$ cat src/rtl/wb_port_arbiter.sv
// Register-file write-port arbiter: write-back has priority, multi-cycle
// results queue in a FIFO and drain into idle slots or a forced stall.
module wb_port_arbiter #(
  parameter int DEPTH        = 4,
  parameter int STARVE_LIMIT = 8
) (
  input  logic        clk,
  input  logic        rst,
  input  logic        pipe_wreg,
  input  logic [4:0]  pipe_rd,
  input  logic [31:0] pipe_wdata,
  input  logic        mc_valid,
  output logic        mc_ready,
  input  logic [4:0]  mc_rd,
  input  logic [31:0] mc_wdata,
  output logic        pipe_stall,
  output logic        rf_we,
  output logic [4:0]  rf_rd,
  output logic [31:0] rf_wdata,
  input  logic [4:0]  hz_rs1,
  input  logic [4:0]  hz_rs2,
  output logic        hz_hit1,
  output logic        hz_hit2
);
  localparam int AW = $clog2(DEPTH);
  localparam int SW = $clog2(STARVE_LIMIT + 1);

  logic [4:0]    r_rd_q  [DEPTH];
  logic [31:0]   r_dat_q [DEPTH];
  logic [AW-1:0] r_wptr;
  logic [AW-1:0] r_rptr;
  logic [AW:0]   r_count;
  logic [SW-1:0] r_starve;
  logic          r_from_mc;

  logic w_empty;
  logic w_busy;
  logic w_push;
  logic w_pop;

  assign w_empty    = (r_count == '0);
  assign mc_ready   = ~rst & (r_count < (AW+1)'(DEPTH));
  assign pipe_stall = ~rst & ~w_empty &
                      (r_starve == SW'(STARVE_LIMIT));
  assign w_busy     = pipe_wreg & (pipe_rd != 5'd0) & ~pipe_stall;
  assign w_push     = mc_valid & mc_ready & (mc_rd != 5'd0);
  assign w_pop      = ~rst & ~w_empty & ~w_busy;

  // A register is pending while queued or while its popped write is in flight
  function automatic logic f_pend(input logic [4:0] rs);
    logic          hit;
    logic [AW-1:0] idx;
    hit = r_from_mc & rf_we & (rf_rd == rs);
    for (int i = 0; i < DEPTH; i++) begin
      idx = r_rptr + AW'(i);
      if (((AW+1)'(i) < r_count) && (r_rd_q[idx] == rs))
        hit = 1'b1;
    end
    return hit & (rs != 5'd0);
  endfunction

  assign hz_hit1 = ~rst & f_pend(hz_rs1);
  assign hz_hit2 = ~rst & f_pend(hz_rs2);

  always_ff @(posedge clk) begin
    if (w_push) begin
      r_rd_q[r_wptr]  <= mc_rd;
      r_dat_q[r_wptr] <= mc_wdata;
    end
  end

  always_ff @(posedge clk) begin
    if (rst) begin
      r_wptr    <= '0;
      r_rptr    <= '0;
      r_count   <= '0;
      r_starve  <= '0;
      r_from_mc <= 1'b0;
      rf_we     <= 1'b0;
      rf_rd     <= 5'd0;
      rf_wdata  <= 32'd0;
    end else begin
      if (w_push)
        r_wptr <= r_wptr + AW'(1);
      if (w_pop)
        r_rptr <= r_rptr + AW'(1);
      r_count <= r_count + (AW+1)'(w_push) - (AW+1)'(w_pop);

      if (w_pop || w_empty)
        r_starve <= '0;
      else if (r_starve != SW'(STARVE_LIMIT))
        r_starve <= r_starve + SW'(1);

      if (w_busy) begin
        rf_we     <= 1'b1;
        rf_rd     <= pipe_rd;
        rf_wdata  <= pipe_wdata;
        r_from_mc <= 1'b0;
      end else if (w_pop) begin
        rf_we     <= 1'b1;
        rf_rd     <= r_rd_q[r_rptr];
        rf_wdata  <= r_dat_q[r_rptr];
        r_from_mc <= 1'b1;
      end else begin
        rf_we     <= 1'b0;
        r_from_mc <= 1'b0;
      end
    end
  end
endmodule

$ cat config.mk
export PLATFORM = sky130hd
export DESIGN_NAME = wb_port_arbiter
export DESIGN_NICKNAME = d
export VERILOG_FILES = /design/src/rtl/wb_port_arbiter.sv
export SDC_FILE = /design/constraint.sdc
export NUM_CORES = 1
export LEC_CHECK = 0
export BUFFER_PORTS_ARGS = -buffer_cell sky130_fd_sc_hd__buf_2
export CORE_UTILIZATION = 45
export DETAILED_ROUTE_END_ITERATION = 10
export GPL_TIMING_DRIVEN = 0
export PLACE_DENSITY = 0.65
export SLEW_MARGIN = 10
export SYNTH_ARGS = -nofsm -noshare
export SYNTH_HDL_FRONTEND = slang
export SYNTH_SLANG_ARGS = --single-unit
$ cat constraint.sdc
create_clock -name clk -period 3.8 [get_ports clk]
set_clock_uncertainty 0.15 [all_clocks]
set_input_delay 1.14 -clock clk [delete_from_list [all_inputs] [get_ports clk]]
set_output_delay 1.14 -clock clk [all_outputs]
set_load 0.01 [all_outputs]
# Word level (Yosys, flattened, before mapping)
# Memories as Yosys holds them, arrays and structs flattened. A register that Yosys moved wholly into a read port is not among the register bits.
# Index checks and enable logic that the tools add are counted.
word_totals:
  regBits: 50
  ram_bits: 148
  inputBits: 88
  out_inout_bits: 42
  wordCells: 90
  mem_count: 2
memory_table:
  columns: ["memory", "depth", "width", "rd", "rd_clocked_by_memory_dff", "write_ports", "line_no", "source"]
  rows:
  - ["r_dat_q", 4, 32, 1, 1, 1, "29", "logic [31:0] r_dat_q [DEPTH];"]
  - ["r_rd_q", 4, 5, 4, 1, 1, "28", "logic [4:0] r_rd_q [DEPTH];"]
op_classes:
  n_addsub: 7
  order_cmp: 5
  eq_ne: 12
  n_mux: 20
  bitwise_logic: 19
  n_reduce_logical: 17
op_table:
  columns: ["operator", "count"]
  rows:
  - ["32-bit 2-to-1 mux", 2]
  - ["5-bit == test", 10]
  - ["5-bit nonzero test", 4]
  - ["1-bit AND", 15]
  - ["1-bit 2-to-1 mux", 12]
  - ["5-bit 2-to-1 mux", 2]
  - ["1-bit logical AND", 8]
  - ["2-bit 2-to-1 mux", 4]
  - ["1-bit by 3-bit < comparator with 1-bit output (first input constant)", 2]
  - ["2-bit by 3-bit < comparator with 1-bit output (first input constant)", 2]
  - ["2-bit by 1-bit adder with 2-bit output (second input constant)", 2]
  - ["2-bit adder (second input constant)", 2]
  - ["4-bit by 1-bit adder with 4-bit output (second input constant)", 1]
  - ["4-bit == test (second input constant)", 1]
  - ["4-bit inequality test (second input constant)", 1]
  - ["1-bit NOT", 4]
  - ["2-bit OR reduction", 2]
  - ["3-bit by 1-bit adder with 3-bit output", 1]
  - ["3-bit zero test", 1]
  - ["3-bit < comparator (second input constant)", 1]
  - ["3-bit by 1-bit subtractor with 3-bit output", 1]
  - ["2-bit nonzero test", 1]
  - ["1-bit logical OR", 1]

# Depth between registers and ports, before layout
depth:
  depth_word: 10
  depth_mapped: 12
  ltp_nobuf: 12

# Worst setup path after synthesis
# No wires, ideal clock.
synth_timing:
  path_kind: "in2out"
  startpoint: "input port hz_rs2[0]"
  endpoint: "output port hz_hit2"
  arrival_time_ps: 2343
  t_required_ps: 2510
  setup_slack_ps: 167
  stages: 5
  path_buffers: 1
  cell_sequence: "clkbuf_1 -> xnor2_1 -> nand2_1 -> or4_1 -> a31oi_1"
synth_between:
  elab_chain_cells: 8
  word_cells_on_any_way: 17
  classes_between: "5 x eq/ne; 4 x mux; 3 x bitwise; 5 x reduce/logical"
synth_lines:
  columns: ["element", "line_no", "source"]
  rows:
  - ["start: declaration", "21", "input logic [4:0] hz_rs2,"]
  - ["5-bit == test, on equally long branches", "53, 56", null]
  - ["1-bit AND or 1-bit logical AND (tied branches)", "53, 56", null]
  - ["1-bit 2-to-1 mux (4 in series)", "56", "if (((AW+1)'(i) < r_count) && (r_rd_q[idx] == rs))"]
  - ["1-bit AND (*)", "59", "return hit & (rs != 5'd0);"]
  - ["1-bit AND (*)", "63", "assign hz_hit2 = ~rst & f_pend(hz_rs2);"]
  - ["end: declaration", "23", "output logic hz_hit2"]
# Every way passes the cells marked *; elsewhere a longest branch is shown, timed or not.

# Worst setup path in the final report
layout_timing:
  startpoint: "register r_rptr[0]"
  endpoint: "output port hz_hit1"
layout_between:
  elab_chain_cells: 9
  word_cells_on_any_way: 15
  classes_between: "3 x add/sub; 3 x eq/ne; 3 x mux; 2 x bitwise; 3 x reduce/logical; 1 x memory"
layout_lines:
  columns: ["element", "line_no", "source"]
  rows:
  - ["start: declaration", "31", "logic [AW-1:0] r_rptr;"]
  - ["start signal: assignment", "86", "r_rptr <= r_rptr + AW'(1);"]
  - ["2-bit by 1-bit adder with 2-bit output", "55", "idx = r_rptr + AW'(i);"]
  - ["memory 4 x 5 bit (*)", null, null]
  - ["5-bit == test", "56", null]
  - ["1-bit logical AND", "56", null]
  - ["1-bit 2-to-1 mux (2 in series)", "56", null]
  - ["1-bit 2-to-1 mux (*)", "56", null]
  - ["1-bit AND (*)", "59", null]
  - ["1-bit AND (*)", "62", "assign hz_hit1 = ~rst & f_pend(hz_rs1);"]
  - ["end: declaration", "22", "output logic hz_hit1,"]
# Marks and branches as above.

==> flow_metrics.py <==
metrics = {
    "setup_path": {
        "crit_family": "multiplexers",
        "endpoint_kind": "output pin",
        "cp-startpoint": "r_rptr[0]",
        "reg2reg_from": "r_starve[0]",
        "path_buf_inv": 2,
        "critPathLaunchType": "flop",
        "max_stage_delay_ns": 0.55,
        "critPathKind": "flop to output pin",
        "slowest_stage": "mux4_2",
        "cp.arrival_ns": 2.61,
        "crit_required_ns": 2.51,
        "critical_path.cell_chain": "buf_6, mux4_2, xor2_1, nor4_1, nand3_1, o311a_1, a31oi_1, buf_2",
        "cp_max_fo": 5,
    },
    "timing": {
        "final-setup-viol-count": 2,
        "worst_pin_slew_ns": 0.698,
        "finalHoldViolCount": 0,
        "relSlewSlack": 0.535,
        "rsz0062_at_grt": "yes",
        "fin_crit_sh": 1.03,
        "holdWs_ns": 0.332,
        "finalSetupTns_ns": -0.161,
        "max_freq_mhz": 257,
        "maxSlewViolCount": 0,
        "min_period_ns": 3.90,
        "setup_ws_ns": -0.0967,
    },
    "power": {
        "peakVddDrop_uv": 356,
        "power-per-cell-area_nw_per_um2": 541,
        "p_leak_nw": 3.80,
    },
    "min_path": {
        "hold_start": "r_starve[0]",
        "min_path_type": "flop to flop",
    },
    "cts": {
        "cts_max_path_buffers": 2,
        "cts_buffers": 17,
        "clock_latency_ns": 0.43,
        "clock-sinks": 200,
        "cts_hold_buf": 0,
        "h-tree-depth": 4,
        "clkTransAtPathRegs_ns": 0.07,
        "cts_tree": "built",
        "clock-root-buffer": "clkbuf_16",
    },
    "synthesis": {
        "synth_fp_nets": 648,
        "synth.distinct_cells": 44,
        "syn_inst": 549,
        "synth_ff_type": "edfxtp_1",
        "synth_edf_count": 148,
        "ys_seq_area_frac": 0.628,
        "synth_area_sq_um": 8730,
        "ys_ff_latch": 200,
        "syn_area_per_cell_sq_um": 15.9,
        "synthArstFlopShare": 0,
        "ys_warn_count": 0,
    },
    "detailed_routing": {
        "avgViaCountPerCell": 5.40,
        "drc": 0,
        "wl_per_cell_um": 19.6,
        "ant_nets": 0,
        "num_vias": 5259,
        "drtIter0Drc": 301,
        "drt_wl_total_um": 19100,
        "drt_first_pass_iters": 5,
    },
    "run_status": {
        "status": "finished with violations",
        "violations": "negative setup slack",
    },
    "layout": {
        "fin_util": 0.552,
        "nNetsFinal": 797,
        "layout_common_cells": "148 x edfxtp_1, 121 x buf_2, 49 x dfxtp_1",
        "nFillCells": 1540,
        "drive_gt1_frac": 0.343,
        "area_delta_synth_final_pct": 19.1,
        "final-seq-area_sq_um": 5490,
        "layout_commonest_cell": "edfxtp_1",
        "multi_input_comb_area_sq_um": 3000,
    },
    "floorplanning": {
        "dieArea_sq_um": 20000,
        "coreArea_sq_um": 18800,
        "initial_core_util": 0.464,
        "row_count": 50,
        "die_h_um": 141,
        "boundaryPins": 130,
        "die_width_um": 141,
    },
    "placement": {
        "dp_slack_ns": -0.115,
        "gp_congestion": 0.836,
        "io_buffers": 118,
        "hpwl_um": 13300,
    },
    "global_routing": {
        "grt_pass1_wl_um": 29700,
        "grt_overflow": 0,
        "grt_max_degree": 27,
        "antenna_found_initial": 5,
        "grt_pass1_vias": 5461,
        "grt.total_usage": 0.201,
    },
    "run": {
        "drv_cap": 0,
    },
}
==> path summary, 6_finish.rpt <==
| check | end | slack [ns] | cells past startpoint |
|---|---|---|---|
| worst max register to register | r_count[2] | 1.14 | 12 |
| worst min register to register | r_starve[0] | 0.33 | 1 |
| worst max-delay path | hz_hit1 | -0.1 | 8 |
| worst min-delay path | r_starve[0] | 0.33 | 1 |
==> cell families after synthesis <==
kind of cell               Yosys count  synth area share
AOI/OAI and AO/OA                   54            0.0449
xor gates and xnor gates            55            0.0560
adders and majority gates           11            0.0166
buffers and inverters               55            0.0307
DFF                                200             0.628
muxes                               91             0.176
and+or+nand+nor                     83            0.0477
==> per-layer routing <==
metal  wire length (um)  vias to the layer above  part of all wire  global-route usage
li1                   -                     2412                 -                   -
met1               8120                     2654              0.43               0.256
met2               9690                      161              0.51               0.341
met3               1040                       26             0.055              0.0503
met4                185                        6            0.0097              0.0584
met5                 37                        -            0.0019                   0
==> metrics by stage <==
step                instance area (sq um)  total power [W]  std cells
floorplan                            8730          0.00354        549
global placement                     9650          0.00388        927
detailed placement                   9730          0.00393        931
CTS                                 10300          0.00560        965
global route                        10400          0.00588        971
finish                              10400          0.00562        973
==> worst register-to-register path, stage by stage, from the launching register on <==
cell and delay [ns]:
dfxtp_1 0.34, inv_1 0.06, ha_1 0.14, nand3b_1 0.09, o211ai_1 0.15, nor3b_4 0.45
ha_1 0.32, inv_1 0.06, ha_1 0.13, inv_1 0.05, fa_1 0.37, xnor2_1 0.16
nor2_1 0.06
==> registers in the layout, summed over array words and instances (netlist names), named ones only <==
register,flops
rf_we,1
rf_wdata,32
rf_rd,5
r_dat_q,128
r_starve,4
r_rptr,2
r_rd_q,20
r_count,3
r_from_mc,1
r_wptr,2
==> cells in the mapped netlist, drive strengths merged (3+ instances only) <==
| cell type | instances | area [sq um] |
|---|---|---|
| a21oi | 3 | 15.0 |
| mux4 | 48 | 1100 |
| nor4 | 8 | 50.1 |
| o22ai | 5 | 31.3 |
| inv | 16 | 60.1 |
| and2 | 4 | 25.0 |
| ha | 10 | 125 |
| a211oi | 37 | 278 |
| xnor2 | 19 | 174 |
| dfxtp | 52 | 1040 |
| nor3 | 3 | 20.0 |
| or4 | 4 | 33.8 |
| buf | 12 | 105 |
| nor2 | 44 | 165 |
| nand4 | 3 | 18.8 |
| mux2 | 4 | 45.0 |
| edfxtp | 148 | 4440 |
| mux2i | 39 | 390 |
| nand3 | 4 | 20.0 |
| clkbuf | 27 | 103 |
| xor2 | 36 | 315 |
| nand2 | 5 | 18.8 |
==> power breakdown <==
group | internal, W | switching, W | total [W]
registers | 0.00251 | 0.0000945 | 0.00261
logic | 0.000666 | 0.000698 | 0.00136
clock network | 0.000858 | 0.000794 | 0.00165
total | 0.00404 | 0.00159 | 0.00562
==> repair_timing <==
item                                    CTS  global route
buffers inserted                          2             6
gates cloned                              1             0
gates resized for setup                  11            17
pin swaps                                 2             6
endpoints found under the setup margin    2             2
==> cell type report <==
class                   instances  area share
clock inverters                14     0.00987
inverters                      16     0.00578
flip-flops and latches        200       0.528
multi-input cells             294       0.289
well taps                     260      0.0313
clock buffers                  18      0.0422
diodes                          2    0.000481
plain buffers                  38      0.0225
repair buffers                131      0.0710
No activity file was read; power rests on OpenSTA's default activity.
